<file path="config.mk">
export PLATFORM = sky130hd
export DESIGN_NAME = spi_slave_tx
export DESIGN_NICKNAME = d
export VERILOG_FILES = /design/src/rtl/spi_pkg.sv /design/src/rtl/spi_tx_fifo.sv /design/src/rtl/spi_slave_tx.sv
export SDC_FILE = /design/constraint.sdc
export NUM_CORES = 1
export LEC_CHECK = 0
export BUFFER_PORTS_ARGS = -buffer_cell sky130_fd_sc_hd__buf_2
export CORE_ASPECT_RATIO = 1.2
export CORE_MARGIN = 2
export CORE_UTILIZATION = 58
export CTS_CLUSTER_DIAMETER = 80
export CTS_CLUSTER_SIZE = 12
export DETAILED_ROUTE_END_ITERATION = 7
export MAX_ROUTING_LAYER = met4
export PLACE_DENSITY = 0.76
export SYNTH_ARGS = -nofsm -noshare
export SYNTH_HDL_FRONTEND = slang
export SYNTH_SLANG_ARGS = --single-unit
</file>
<file path="constraint.sdc">
create_clock -name clk -period 2.8 [get_ports clk]
set_clock_uncertainty 0.05 [all_clocks]
set_input_delay 0.28 -clock clk [delete_from_list [all_inputs] [get_ports clk]]
set_output_delay 0.28 -clock clk [all_outputs]
set_load 0.02 [all_outputs]
</file>
<file path="src/rtl/spi_pkg.sv">
// Shared SPI definitions: mode encoding and idle-line defaults, common to TX and RX.
package spi_pkg;

    // Mode number = {CPOL, CPHA}
    typedef enum logic [1:0] {
        SPI_MODE0 = 2'b00,
        SPI_MODE1 = 2'b01,
        SPI_MODE2 = 2'b10,
        SPI_MODE3 = 2'b11
    } spi_mode_e;

    // Idle line level; the idle word is this bit replicated, and it is also
    // the fill bit shifted in behind outgoing data.
    localparam logic IDLE_FILL = 1'b1;

    function automatic spi_mode_e make_mode(input logic cpol, input logic cpha);
        return spi_mode_e'({cpol, cpha});
    endfunction

    function automatic logic mode_cpol(input spi_mode_e mode);
        return mode[1];
    endfunction

    function automatic logic mode_cpha(input spi_mode_e mode);
        return mode[0];
    endfunction

endpackage

</file>
<file path="src/rtl/spi_tx_fifo.sv">
// Synchronous TX FIFO with head peek, explicit pop, occupancy, full and empty.
module spi_tx_fifo #(
    parameter int DATA_WIDTH = 8,
    parameter int FIFO_DEPTH = 4
) (
    input  logic                          clk,
    input  logic                          rst_n,
    input  logic [DATA_WIDTH-1:0]         wr_data,
    input  logic                          wr_en,
    input  logic                          pop,
    output logic [DATA_WIDTH-1:0]         head,
    output logic [$clog2(FIFO_DEPTH):0]   level,
    output logic                          full,
    output logic                          empty
);

    localparam int AW = $clog2(FIFO_DEPTH);

    logic [DATA_WIDTH-1:0] mem [FIFO_DEPTH];
    logic [AW:0]           wr_ptr;
    logic [AW:0]           rd_ptr;
    logic                  do_wr;
    logic                  do_pop;

    assign do_wr  = wr_en & ~full;
    assign do_pop = pop & ~empty;

    // Pointers carry one extra wrap bit so full and empty are distinguishable;
    // reset flushes the queue.
    always_ff @(posedge clk or negedge rst_n) begin
        if (!rst_n) begin
            wr_ptr <= '0;
            rd_ptr <= '0;
        end else begin
            if (do_wr)  wr_ptr <= wr_ptr + 1'b1;
            if (do_pop) rd_ptr <= rd_ptr + 1'b1;
        end
    end

    // Storage array; contents need no reset since pointers gate visibility.
    always_ff @(posedge clk) begin
        if (do_wr) mem[wr_ptr[AW-1:0]] <= wr_data;
    end

    assign head  = mem[rd_ptr[AW-1:0]];
    assign level = wr_ptr - rd_ptr;
    assign full  = (level == (AW+1)'(FIFO_DEPTH));
    assign empty = (level == '0);

endmodule

</file>
<file path="src/rtl/spi_slave_tx.sv">
// SPI slave transmit engine: synchronises SCK/SSEL, decodes launch/sample
// events for the configured mode and shifts FIFO words out on MISO.
// A word is peeked at load and popped only when its first bit is sampled,
// so a word loaded but never clocked stays queued.
module spi_slave_tx
    import spi_pkg::*;
#(
    parameter int                    DATA_WIDTH   = 8,
    parameter int                    FIFO_DEPTH   = 4,
    parameter bit                    CPOL         = 1'b0,
    parameter bit                    CPHA         = 1'b0,
    parameter bit                    MSB_FIRST    = 1'b1,
    parameter logic [DATA_WIDTH-1:0] IDLE_PATTERN = {DATA_WIDTH{IDLE_FILL}}
) (
    input  logic                        clk,
    input  logic                        rst_n,
    input  logic                        SCK,
    input  logic                        SSEL,
    output logic                        MISO,
    input  logic [DATA_WIDTH-1:0]       tx_data,
    input  logic                        tx_valid,
    output logic                        tx_ready,
    output logic                        word_sent,
    output logic                        underrun,
    output logic [$clog2(FIFO_DEPTH):0] fifo_level
);

    localparam int              CW       = $clog2(DATA_WIDTH);
    localparam logic [CW-1:0]   LAST_BIT = CW'(DATA_WIDTH - 1);
    localparam spi_mode_e       MODE     = make_mode(CPOL, CPHA);

    logic [2:0]            sck_sync;
    logic [2:0]            ssel_sync;
    logic                  sck_rise;
    logic                  sck_fall;
    logic                  ssel_fall;
    logic                  ssel_active;
    logic                  lead_edge;
    logic                  trail_edge;
    logic                  launch;
    logic                  sample;
    logic                  load;

    logic [DATA_WIDTH-1:0] shreg;
    logic [CW-1:0]         bit_cnt;
    logic                  from_fifo;

    logic [DATA_WIDTH-1:0] fifo_head;
    logic                  fifo_full;
    logic                  fifo_empty;
    logic                  fifo_wr;
    logic                  fifo_pop;

    // Three-flop synchronisers; reset to the idle bus levels so that release
    // of reset does not fabricate an edge.
    always_ff @(posedge clk or negedge rst_n) begin
        if (!rst_n) begin
            sck_sync  <= {3{CPOL}};
            ssel_sync <= 3'b111;
        end else begin
            sck_sync  <= {sck_sync[1:0], SCK};
            ssel_sync <= {ssel_sync[1:0], SSEL};
        end
    end

    assign sck_rise    = sck_sync[1] & ~sck_sync[2];
    assign sck_fall    = ~sck_sync[1] & sck_sync[2];
    assign ssel_fall   = ~ssel_sync[1] & ssel_sync[2];
    assign ssel_active = ~ssel_sync[1];

    assign lead_edge  = mode_cpol(MODE) ? sck_fall : sck_rise;
    assign trail_edge = mode_cpol(MODE) ? sck_rise : sck_fall;

    // CPHA=0 must present bit 0 before the first leading edge, so frame start
    // is itself a launch; CPHA=1 launches on the leading edge.
    assign launch = ssel_active & (mode_cpha(MODE) ? lead_edge : (ssel_fall | trail_edge));
    assign sample = ssel_active & (mode_cpha(MODE) ? trail_edge : lead_edge);

    assign load     = launch & (bit_cnt == '0);
    assign underrun = load & fifo_empty;
    assign fifo_pop = sample & (bit_cnt == '0) & from_fifo;
    assign fifo_wr  = tx_valid & tx_ready;
    assign tx_ready = ~fifo_full;

    // Shift register: word load at bit 0, otherwise shift toward the output end.
    always_ff @(posedge clk or negedge rst_n) begin
        if (!rst_n) begin
            shreg     <= IDLE_PATTERN;
            from_fifo <= 1'b0;
        end else if (load) begin
            shreg     <= fifo_empty ? IDLE_PATTERN : fifo_head;
            from_fifo <= ~fifo_empty;
        end else if (launch) begin
            if (MSB_FIRST) shreg <= {shreg[DATA_WIDTH-2:0], IDLE_FILL};
            else           shreg <= {IDLE_FILL, shreg[DATA_WIDTH-1:1]};
        end
    end

    // Bit counter advances on each sample and wraps at the word boundary;
    // deselect abandons any partial word.
    always_ff @(posedge clk or negedge rst_n) begin
        if (!rst_n) begin
            bit_cnt   <= '0;
            word_sent <= 1'b0;
        end else begin
            word_sent <= sample & (bit_cnt == LAST_BIT);
            if (!ssel_active)
                bit_cnt <= '0;
            else if (sample)
                bit_cnt <= (bit_cnt == LAST_BIT) ? '0 : bit_cnt + 1'b1;
        end
    end

    assign MISO = MSB_FIRST ? shreg[DATA_WIDTH-1] : shreg[0];

    spi_tx_fifo #(
        .DATA_WIDTH (DATA_WIDTH),
        .FIFO_DEPTH (FIFO_DEPTH)
    ) u_fifo (
        .clk     (clk),
        .rst_n   (rst_n),
        .wr_data (tx_data),
        .wr_en   (fifo_wr),
        .pop     (fifo_pop),
        .head    (fifo_head),
        .level   (fifo_level),
        .full    (fifo_full),
        .empty   (fifo_empty)
    );

endmodule

</file>
======== Yosys cells after proc, flatten, opt, wreduce, memory -nomap -nowiden ========
Memories as Yosys holds them, arrays and structs flattened.
Cells that the tools add are included.
W data, S select, Z words.
cells by class
  add/sub/neg operators ................... 4
  equal/unequal tests ..................... 2
  reduce and logical (&&, ||, !) cells .... 4
  bitwise operators ....................... 19
  muxes and demuxes ....................... 8
operator list
  kind                   count
  $mux W8                3
  $and A1 B1 Y1          13
  $add A3 B1 Y3 const B  3
  $mux W3                3
  $eq A3 B3 Y1 const B   2
  $logic_not A3 Y1       2
  $not A1 Y1             5
  $reduce_bool A2 Y1     2
  $sub A3 B3 Y3          1
  $mux W1                2
  $or A1 B1 Y1           1
storage, ports and cells
  word-level logic and storage cells ...... 46
  bits in writable memories ............... 32
  output and inout port bits .............. 7
  bits in registers ....................... 25
  bits of input ports ..................... 13
  memories kept ........................... 1
memory list
  name        depth  width  read ports  clocked after memory_dff  write ports  RTL line           source
  u_fifo.mem  4      8      1           0                         1            spi_tx_fifo.sv:19  logic [DATA_WIDTH-1:0] mem [FIFO_DEPTH];

======== Logic depth before layout (Yosys ltp) ========
Gate-level depths: netlist of the first run.
  word-level depth ........................ 7
  depth in mapped cells ................... 7
  mapped depth without buffers ............ 6

======== Hierarchy ========
Synthesis of the first run repeated with hierarchy kept, for this count alone.
unflattened totals
  cells, all modules ...................... 162
  area total of the unflattened synthesis .. 2552.4 um^2
modules (own cells, without submodules)
  module        area an instance (um^2)  times used  cells an instance  sequential area each (um^2)
  spi_tx_fifo   1601.5                   1           84                 1111.1
  spi_slave_tx  950.9                    1           78                 489.2

======== Worst setup path before layout of the first run ========
OpenSTA, ideal clock, no wires.
  path type ............................... flip-flop to flip-flop
  from .................................... register u_fifo.wr_ptr[0]
  to ...................................... memory u_fifo.mem[0][0] (enable)
  data arrival time ....................... 2.177 ns
  setup time .............................. 0.332 ns
  clock period less this slack ............ 2.558 ns
  buffers on the path ..................... 1
  data required time ...................... 2.418 ns
  cell stages (with the launch flop) ...... 8
  path slack .............................. 0.242 ns
  path through ............................ dfrtp_1 > inv_1 > ha_1 > fa_1 > xnor3_1 > buf_2 > nand2b_1 > and3_1
between the ends
  longest elaborated chain between the ends .. 7
ends and longest elaborated chain
  what                             RTL line            source
  start: declaration               spi_tx_fifo.sv:20   logic [AW:0] wr_ptr;
  start signal: assignment         spi_tx_fifo.sv:35   if (do_wr) wr_ptr <= wr_ptr + 1'b1;
  $sub A3 B3 Y3 *                  spi_tx_fifo.sv:46   assign level = wr_ptr - rd_ptr;
  $eq A3 B3 Y1 *                   spi_tx_fifo.sv:47   assign full = (level == (AW+1)'(FIFO_DEPTH));
  $not A1 Y1 *                     spi_slave_tx.sv:83  assign tx_ready = ~fifo_full;
  net tx_ready                     spi_slave_tx.sv:22  output logic tx_ready,
  $and A1 B1 Y1                    spi_slave_tx.sv:82  assign fifo_wr = tx_valid & tx_ready;
  $and A1 B1 Y1 *                  spi_tx_fifo.sv:25   assign do_wr = wr_en & ~full;
  $mux W1 *                        spi_tx_fifo.sv:42   if (do_wr) mem[wr_ptr[AW-1:0]] <= wr_data;
  $mux W1 (implied by the code) *  spi_tx_fifo.sv:42
  end: declaration                 spi_tx_fifo.sv:19
The timed path passes the listed nets; every way through them passes the cells marked *.

======== Worst setup path in the final report of the first run ========
  from .................................... register bit_cnt[0]
  to ...................................... output underrun
between the ends
  longest elaborated chain between the ends .. 3
ends and longest elaborated chain
  what                      RTL line             source
  start: declaration        spi_slave_tx.sv:45   logic [CW-1:0] bit_cnt;
  start signal: assignment  spi_slave_tx.sv:110  bit_cnt <= (bit_cnt == LAST_BIT) ? '0 : bit_cnt + 1'b1;
  $logic_not A3 Y1          spi_slave_tx.sv:79   assign load = launch & (bit_cnt == '0);
  $and A1 B1 Y1             spi_slave_tx.sv:79
  $and A1 B1 Y1             spi_slave_tx.sv:80   assign underrun = load & fifo_empty;
  end: declaration          spi_slave_tx.sv:24   output logic underrun,
No other way between the ends.

==> results of run 1 <==
==> synthesized netlist by cell type <==
cell | number | area, µm²
and3_1 | 3 | 18.8
o211ai_1 | 1 | 7.51
nor2b_1 | 1 | 6.26
nor3_1 | 1 | 5.00
a2111oi_2 | 1 | 15.0
nand2b_1 | 2 | 12.5
and2_1 | 2 | 12.5
inv_1 | 18 | 67.6
xnor2_1 | 2 | 17.5
buf_1 | 1 | 3.75
o21bai_4 | 1 | 18.8
clkbuf_2 | 1 | 5.00
fa_1 | 1 | 20.0
o21a_1 | 1 | 7.51
xor2_1 | 2 | 17.5
mux2_1 | 1 | 11.3
clkbuf_1 | 4 | 15.0
or3b_1 | 1 | 8.76
o221ai_1 | 7 | 61.3
nand2_1 | 2 | 7.51
mux2i_1 | 4 | 40.0
a2111oi_4 | 1 | 27.5
nor3b_1 | 1 | 7.51
buf_6 | 1 | 11.3
o2111ai_1 | 7 | 61.3
nor2_1 | 4 | 15.0
mux4_2 | 8 | 180
edfxtp_1 | 32 | 961
xnor3_1 | 1 | 22.5
o21ai_1 | 1 | 5.00
ha_1 | 10 | 125
dfrtp_1 | 14 | 350
buf_2 | 1 | 5.00
mux2_4 | 1 | 15.0
a21oi_1 | 7 | 35.0
dfstp_2 | 11 | 289
o32a_1 | 1 | 10.0
==> routing by layer <==
layer,vias up,routed length [µm],track usage
met5,-,0,-
met4,0,123,0.117
met3,11,141,0.0668
met2,28,2070,0.310
met1,687,1710,0.228
li1,647,-,-
==> path summary, 6_finish.rpt <==
kind | start | to | slack [ns]
worst min-delay path | SCK | sck_sync[0] | 0.02
max in group asynchronous | rst_n | shreg[6] | 1.91
worst min register to register | ssel_sync[0] | ssel_sync[1] | 0.31
min in group asynchronous | rst_n | bit_cnt[0] | 0.42
worst max-delay path | bit_cnt[0] | underrun | 0.32
worst max register to register | u_fifo.wr_ptr[0] | u_fifo.mem[0][2] | 0.38
==> where the power goes <==
part	internal (µW)	switching (µW)	total [µW]
clock	313	293	607
sequential	1170	135	1310
combinational	500	683	1180
==> cells by family (layout without fill, tap and decap cells) <==
| family | after synthesis | count (layout) | synth area share |
|---|---|---|---|
| xor gates and xnor gates | 5 | 5 | 0.0230 |
| and+or+nand+nor | 17 | 17 | 0.0375 |
| adders and majority gates | 11 | 11 | 0.0581 |
| AOI/OAI and AO/OA | 28 | 28 | 0.0996 |
| muxes | 14 | 14 | 0.0986 |
| DFF | 57 | 57 | 0.640 |
| buffers and inverters | 26 | 57 | 0.0430 |
==> sequential cells by signal (all words and copies together), names as in the netlist <==
name / flops
bit_cnt: 3
from_fifo: 1
sck_sync: 3
shreg: 8
ssel_sync: 3
u_fifo.mem: 32
u_fifo.rd_ptr: 3
u_fifo.wr_ptr: 3
word_sent: 1
==> stage by stage <==
| step | hold slack (ns) | std cells | util |
|---|---|---|---|
| global route | 0.00457 | 245 | 0.671 |
| floorplan | -0.0656 | 158 | - |
| CTS | 0.0112 | 245 | 0.671 |
| detailed placement | 0.250 | 227 | 0.629 |
| global placement | 0.240 | 227 | 0.629 |
| finish | 0.0239 | 245 | 0.671 |
==> area by class of cell <==
cell class                      instances  area [µm²]  share of cell area
Clock buffer                           12         135              0.0480
Tap cell                               56        70.1              0.0249
Sequential cell                        57        1600               0.568
Inverter                               18        67.6              0.0240
Timing Repair Buffer                   23         130              0.0462
Clock inverter                          4        20.0             0.00711
Multi-Input combinational cell         75         792               0.281
==> flow_summary.yaml, run 1 <==
worst_setup_path:
  path_depth: 6
  reg2regPathDepth: 6
  cp_num_buf_inv: 2
  crit_family: "simple AND/OR/NAND/NOR gates"
  crit_chain: "inv_1, ha_1, or3b_1, o21bai_4, nor3_1, buf_2"
  path_class: "reg -> out"
  cpPeakStageDelay_ns: 0.54
  cp.required_ns: 2.47
  critPathMaxFanout: 10
  crit_arrival_ns: 2.15
  worst_path_max_delay_cell: "or3b_1"
  end_kind: "output port"
  crit_path_start_kind: "flop"
power_and_ir_drop:
  power.total_uw: 3100
  power.density_mw_per_mm2: 1100
  p_leak_uw: 0.00115
  vdd_drop_max_mv: 0.587
placed_design:
  finalWeightedCongestion: 0.848
  dpl.hpwl_um: 2890
  dp_slack_ns: 0.379
  port_buffers: 19
  placed_cell_area_mm2: 0.00264
cells_and_area:
  final_common_cell: "edfxtp_1"
  final_cell_mix: "edfxtp_1 (32), buf_2 (19), inv_1 (18), dfrtp_1 (14), dfstp_2 (11)"
  design_area_mm2: 0.00282
  syn2layout_area_growth_pct: 12.6
  fill_cells: 283
  nets: 208
  antenna_cells: 0
  drive_gt1_frac: 0.291
floorplanning:
  fp.dieW_um: 63.9
  fp.dieH_um: 75.9
  rows: 26
  pin_count: 20
  core-area_mm2: 0.00420
  die_area_mm2: 0.00485
  start_util: 0.596
yosys:
  ys_ff_latch: 57
  syn_nets: 182
  synthesis.area_mm2: 0.00250
  yosysUniqueCellTypes: 37
  ys_seq_area_frac: 0.640
  syn_avg_cell_area_um2: 15.8
  syn_inst: 158
  yosys_warnings: 0
grt:
  grt_pass1_wl_um: 6850
  grt_pass1_vias: 1438
  grt_usage: 0.201
  antenna_found_initial: 0
  grt_max_degree: 26
  grt-ovfl-total: 0
clocking:
  cts_resized: 0
  cts_max_level: 3
  cts_tree: "yes"
  root_buffer: "clkbuf_8"
  clk_latency_ns: 0.33
  cts_buffers: 9
  cts_setup_buffers: 0
  cts_buffer_depth: 2
  path_clk_slew_ns: 0.06
  ctsHoldBuffers: 2
  clock-sinks: 57
min_path:
  hold_depth: 1
  min_path_type: "in -> reg"
timing:
  max_freq_mhz: 403
  rsz0062_at_grt: "no"
  worst_slew_pin_slew_ns: 0.703
  layout_setup_ws_ns: 0.316
  drv_slew: 0
  relSlewSlack: 0.531
  setup_viol: 0
  period_share: 0.887
  setup_tns_ns: 0
  hold_viol: 0
  period_minus_slack_ns: 2.48
detailed_routing:
  route.vias.total: 1373
  drc_errors: 0
  via_per_inst: 5.60
  wl_per_cell_um: 16.5
  drt_iter0_drc: 96
  ant_nets: 0
  postRouteWirelength_um: 4050
  firstDrtPassIters: 4
outcome:
  status: "finished clean"
job:
  cap_violations: 0
(Power assumes the default switching activity.)
==> run 2: changes to the inputs <==
--- a/config.mk
+++ b/config.mk
@@ -5,15 +5,15 @@
 export SDC_FILE = /design/constraint.sdc
 export NUM_CORES = 1
 export LEC_CHECK = 0
-export BUFFER_PORTS_ARGS = -buffer_cell sky130_fd_sc_hd__buf_2
 export CORE_ASPECT_RATIO = 1.2
 export CORE_MARGIN = 2
 export CORE_UTILIZATION = 58
 export CTS_CLUSTER_DIAMETER = 80
 export CTS_CLUSTER_SIZE = 12
 export DETAILED_ROUTE_END_ITERATION = 7
+export DONT_BUFFER_PORTS = 1
 export MAX_ROUTING_LAYER = met4
-export PLACE_DENSITY = 0.76
+export PLACE_DENSITY = 0.72
 export SYNTH_ARGS = -nofsm -noshare
 export SYNTH_HDL_FRONTEND = slang
 export SYNTH_SLANG_ARGS = --single-unit
==> run 2 against run 1 <==
- die area stayed put
- first-iteration DRC count is 24% lower
- register-to-register slack better by 0.05 ns
- worst setup slack worse by 0.18 ns
==> flow_summary.yaml, run 2 (synthesized netlist as in run 1, its figures left out) <==
cells_and_area:
  regArea_mm2: 0.00160
  antenna_cells: 0
  finalNonFillerCells: 241
  nets: 204
  multiInputGateArea_um2: 792
  final_cell_mix: "edfxtp_1 (32), inv_1 (18), dfrtp_1 (13), dlygate4sd3_1 (11), dfstp_2 (11)"
  fill_cells: 275
  drive_gt1_frac: 0.243
  final_common_cell: "edfxtp_1"
  syn2layout_area_growth_pct: 16.5
  largest_register_ffs: 32
power_and_ir_drop:
  switching_power_uw: 1160
  power.density_mw_per_mm2: 1160
  p_sw_frac: 0.343
  combPwrFrac: 0.365
  clock_power_share: 0.241
  seq_power_share: 0.394
  p_int_uw: 2210
  vdd_drop_max_mv: 0.605
  p_leak_uw: 0.00116
floorplanning:
  rows: 26
  start_util: 0.596
  core-area_mm2: 0.00420
  die_area_mm2: 0.00485
  fp.dieW_um: 63.9
  pin_count: 20
  fp.dieH_um: 75.9
timing:
  layout_setup_ws_ns: 0.140
  setup_viol: 0
  period_share: 0.950
  drv_slew: 0
  relSlewSlack: 0.261
  hold_viol: 0
  worst_slew_pin_slew_ns: 1.10
  max_freq_mhz: 376
  period_minus_slack_ns: 2.66
clocking:
  cts_buffers: 9
  cts_tree: "yes"
  cts_max_level: 3
  path_clk_slew_ns: 0.06
  cts_buffer_depth: 2
  clock-sinks: 57
  clk_latency_ns: 0.33
  root_buffer: "clkbuf_8"
worst_setup_path:
  cp_num_buf_inv: 4
  cp.required_ns: 2.47
  end_kind: "output port"
  crit_family: "adder cells"
  crit_chain: "inv_1, ha_1, fa_1, xnor3_1, buf_4, inv_1, nor3_1, buf_4"
  crit_arrival_ns: 2.33
  ff2ff_setup_slack_ns: 0.43
  worst_path_max_delay_cell: "dfrtp_1"
  cpPeakStageDelay_ns: 0.39
  reg2regPathDepth: 7
  critPathCapture: "underrun"
  path_class: "reg -> out"
  reg2reg_to: "u_fifo.rd_ptr[1]"
  path_depth: 8
  crit_path_start_kind: "flop"
  critPathMaxFanout: 11
  startpoint: "u_fifo.wr_ptr[0]"
  r2r-start: "u_fifo.wr_ptr[0]"
detailed_routing:
  via_per_inst: 5.76
  drt_iter0_drc: 73
  postRouteWirelength_um: 4330
  ant_nets: 0
  route.vias.total: 1388
  firstDrtPassIters: 6
  drc_errors: 0
  wl_per_cell_um: 17.9
placed_design:
  dpl.hpwl_um: 2750
  finalWeightedCongestion: 0.896
  dp_cells: 211
  dp_slack_ns: 0.362
  port_buffers: 0
job:
  cap_violations: 0
grt:
  grt_pass1_wl_um: 7270
  grt_max_degree: 26
  antenna_found_initial: 0
  grt_usage: 0.212
  grt-ovfl-total: 0
  grt_pass1_vias: 1471
min_path:
  min_path_type: "in -> reg"
outcome:
  status: "finished clean"
## run 2: cell types whose count changed in the layout (fill, tap and decap cells not counted), moves of 2 or more
| cell | previous run | this run |
|---|---|---|
| bufinv_16 | 0 | 2 |
| dlygate4sd3_1 | 2 | 11 |
| clkbuf_1 | 3 | 1 |
| buf_2 | 19 | 0 |
| buf_4 | 2 | 8 |
## run 2: worst min path at each step
| stage | start | endpoint | slack (ns) | cells after the start |
|---|---|---|---|---|
| floorplan | rst_n | bit_cnt[0] | -0.07 | 0 |
| global placement | rst_n | sck_sync[1] | -0.07 | 0 |
| detailed placement | rst_n | sck_sync[1] | -0.06 | 0 |
| CTS | tx_valid | u_fifo.wr_ptr[2] | 0.15 | 2 |
| global route | tx_valid | u_fifo.wr_ptr[2] | 0.17 | 2 |
| finish | tx_valid | u_fifo.wr_ptr[2] | 0.16 | 2 |
## run 2: worst register-to-register path, cell delays in order (launching register included)
cell and delay, ns:
dfrtp_1 0.39, inv_1 0.10, ha_1 0.20, fa_1 0.38
xnor3_1 0.23, buf_4 0.20, a2111oi_4 0.37, mux2_4 0.34
## run 2: power groups by stage
stage | Clock [µW] | Sequential (µW) | Combinational [µW]
after floorplan | 0 | 1270 | 915
after global routing | 865 | 1350 | 1350
after global placement | 0 | 1320 | 1130
final | 812 | 1330 | 1230
after detailed placement | 0 | 1340 | 1150
after CTS | 817 | 1320 | 1180
## run 2: area by class of cell
cell class	instances	share of cell area
Sequential cell	57	0.550
Multi-Input combinational cell	75	0.272
Timing Repair Buffer	19	0.0584
Clock buffer	10	0.0438
Clock inverter	6	0.0284
Tap cell	56	0.0241
Inverter	18	0.0232
## run 2: metrics by stage
step / utilization / instance area, µm² / TNS (ns) / total power, µW / hold slack [ns]
global route: 0.694 / 2910 / -0.00798 / 3560 / 0.167
finish: 0.694 / 2910 / 0 / 3360 / 0.160
global placement: 0.612 / 2570 / 0 / 2450 / -0.0651
CTS: 0.688 / 2890 / 0 / 3320 / 0.149
detailed placement: 0.612 / 2570 / 0 / 2490 / -0.0649
floorplan: - / 2500 / 0 / 2190 / -0.0656
## run 2: per-layer routing
layer	routed length, µm	vias up	global-route usage
met2	2350	35	0.336
met4	129	0	0.124
li1	-	638	-
met5	0	-	-
met1	1720	703	0.246
met3	119	12	0.0490
## run 2: timing repair
item                                    CTS  global route
endpoints found under the setup margin    0             1
setup buffers                             0             3
endpoints found under the hold margin    59             0
resized for setup                         0             1
hold buffers                             11             0
==> run 3: changes to the inputs <==
--- a/config.mk
+++ b/config.mk
@@ -13,7 +13,7 @@
 export DETAILED_ROUTE_END_ITERATION = 7
 export DONT_BUFFER_PORTS = 1
 export MAX_ROUTING_LAYER = met4
-export PLACE_DENSITY = 0.72
+export PLACE_DENSITY = 0.71
 export SYNTH_ARGS = -nofsm -noshare
 export SYNTH_HDL_FRONTEND = slang
 export SYNTH_SLANG_ARGS = --single-unit
==> constraint.sdc (replaced) <==
create_clock -name clk -period 2.97 [get_ports clk]
set_clock_uncertainty 0.05 [all_clocks]
set_input_delay 0.297 -clock clk [delete_from_list [all_inputs] [get_ports clk]]
set_output_delay 0.297 -clock clk [all_outputs]
set_load 0.02 [all_outputs]
==> run 3 against run 2 <==
- via count decreased by 5.3%
- non-clock buffer count increased by 1
- cell count unchanged
- cell area increased by 1.3%
- global-route usage decreased by 0.60 points
- hold slack got worse by 0.0091 ns
- first-iteration DRC count increased by 41%
- register-to-register slack improved by 0.16 ns
- clock power increased by 3.8%
- highest routed layer unchanged
==> flow_summary.yaml, run 3 (synthesized netlist as in run 1, its figures left out) <==
detailed_routing:
  ant_nets: 0
  postRouteWirelength_um: 4200
  route.vias.total: 1315
  wl_per_cell_um: 17.4
  via_per_inst: 5.46
  firstDrtPassIters: 4
  drt_iter0_drc: 103
  drc_errors: 0
worst_setup_path:
  startpoint: "u_fifo.wr_ptr[0]"
  reg2regPathDepth: 7
  cpPeakStageDelay_ns: 0.41
  r2r-start: "u_fifo.wr_ptr[0]"
  crit_arrival_ns: 2.38
  crit_path_start_kind: "flop"
  crit_chain: "inv_1, ha_1, fa_1, xnor3_1, buf_4, inv_1, nor3_1, buf_4"
  cp.required_ns: 2.62
  critPathMaxFanout: 11
  reg2reg_to: "u_fifo.rd_ptr[1]"
  ff2ff_setup_slack_ns: 0.59
  worst_path_max_delay_cell: "dfrtp_1"
  path_class: "reg -> out"
  end_kind: "output port"
floorplanning:
  core-area_mm2: 0.00420
  die_area_mm2: 0.00485
  start_util: 0.596
  fp.dieH_um: 75.9
  rows: 26
  pin_count: 20
  fp.dieW_um: 63.9
power_and_ir_drop:
  vdd_drop_max_mv: 0.533
  combPwrFrac: 0.345
  clock_power_share: 0.264
  p_int_uw: 2130
  seq_power_share: 0.391
  p_leak_uw: 0.00118
  switching_power_uw: 1060
  power.density_mw_per_mm2: 1080
  p_sw_frac: 0.334
clocking:
  clock-sinks: 57
  path_clk_slew_ns: 0.06
  cts_resized: 0
  cts_max_level: 3
  cts_tree: "yes"
  cts_buffers: 9
  cts_buffer_depth: 2
  clk_latency_ns: 0.33
  root_buffer: "clkbuf_8"
min_path:
  min_path_type: "in -> reg"
  holdPathEnd: "u_fifo.wr_ptr[2]"
  hp-start: "tx_valid"
  hold_depth: 2
timing:
  whs_ns: 0.151
  relSlewSlack: 0.271
  rsz0062_at_grt: "no"
  hold_viol: 0
  setup_tns_ns: 0
  drv_slew: 0
  max_freq_mhz: 367
  worst_slew_pin_slew_ns: 1.09
  setup_viol: 0
  period_share: 0.918
  period_minus_slack_ns: 2.73
grt:
  grt_max_degree: 26
  grt-ovfl-total: 0
  antenna_found_initial: 0
  grt_pass1_wl_um: 7060
  grt_pass1_vias: 1414
  grt_usage: 0.207
cells_and_area:
  largest_register_ffs: 32
  syn2layout_area_growth_pct: 18.0
  final_cell_mix: "edfxtp_1 (32), inv_1 (18), dlygate4sd3_1 (15), dfrtp_1 (14), dfstp_2 (11)"
  antenna_cells: 0
  nets: 205
  drive_gt1_frac: 0.232
  fill_cells: 287
  final_common_cell: "edfxtp_1"
outcome:
  status: "finished clean"
placed_design:
  finalWeightedCongestion: 0.832
  dpl.hpwl_um: 3020
  port_buffers: 0
job:
  cap_violations: 0
run 3: worst max-delay path, delay by kind of cell (launching register included):
kind / cells / cell delay (ns)
buffers and inverters: 4 / 0.57
adders and majority gates: 2 / 0.57
and+or+nand+nor: 1 / 0.23
xor gates and xnor gates: 1 / 0.29
DFF: 1 / 0.41
run 3: through the flow:
stage	setup slack [ns]	instances	cell area [µm²]	utilization	power, µW
3_3_place_gp	0.652	211	2570	0.612	2310
2_1_floorplan	0.410	158	2500	-	2060
3_5_place_dp	0.586	211	2570	0.612	2340
6_report	0.243	241	2950	0.703	3190
4_1_cts	0.205	233	2870	0.684	3200
5_1_grt	0.0875	241	2950	0.703	3380
run 3: per-layer routing:
| layer | routed length (µm) | global-route usage |
|---|---|---|
| met4 | 102 | 0.104 |
| met2 | 2250 | 0.328 |
| met3 | 137 | 0.0549 |
| met5 | 0 | - |
| met1 | 1710 | 0.241 |
run 3: timing repair:
action                    4_1_cts  5_1_grt
hold buffers                    7        8
setup buffers                   0        0
hold endpoints to repair       33       26
run 3: final cells by class:
| class | instances | area (µm²) | share of cell area |
|---|---|---|---|
| repair buffers | 20 | 188 | 0.0636 |
| inverters | 18 | 67.6 | 0.0229 |
| flip-flops and latches | 57 | 1600 | 0.543 |
| well taps | 56 | 70.1 | 0.0238 |
| clock inverters | 6 | 108 | 0.0365 |
| clock buffers | 9 | 124 | 0.0420 |
| multi-input cells | 75 | 792 | 0.269 |
run 3: worst max-delay path by stage:
stage                       end  slack (ns)  cells past startpoint
3_3_place_gp   u_fifo.rd_ptr[1]        0.65                      7
5_1_grt                underrun        0.09                      8
4_1_cts                underrun        0.20                      8
3_5_place_dp           underrun        0.59                      8
6_report               underrun        0.24                      8
2_1_floorplan          underrun        0.41                      7
run 3: power by group through the flow:
stage / registers, µW / clock network [µW] / logic [µW]
after detailed placement: 1260 / 0 / 1080
after floorplan: 1200 / 0 / 862
after CTS: 1250 / 856 / 1100
final: 1250 / 843 / 1100
after global placement: 1250 / 0 / 1060
after global routing: 1270 / 893 / 1220
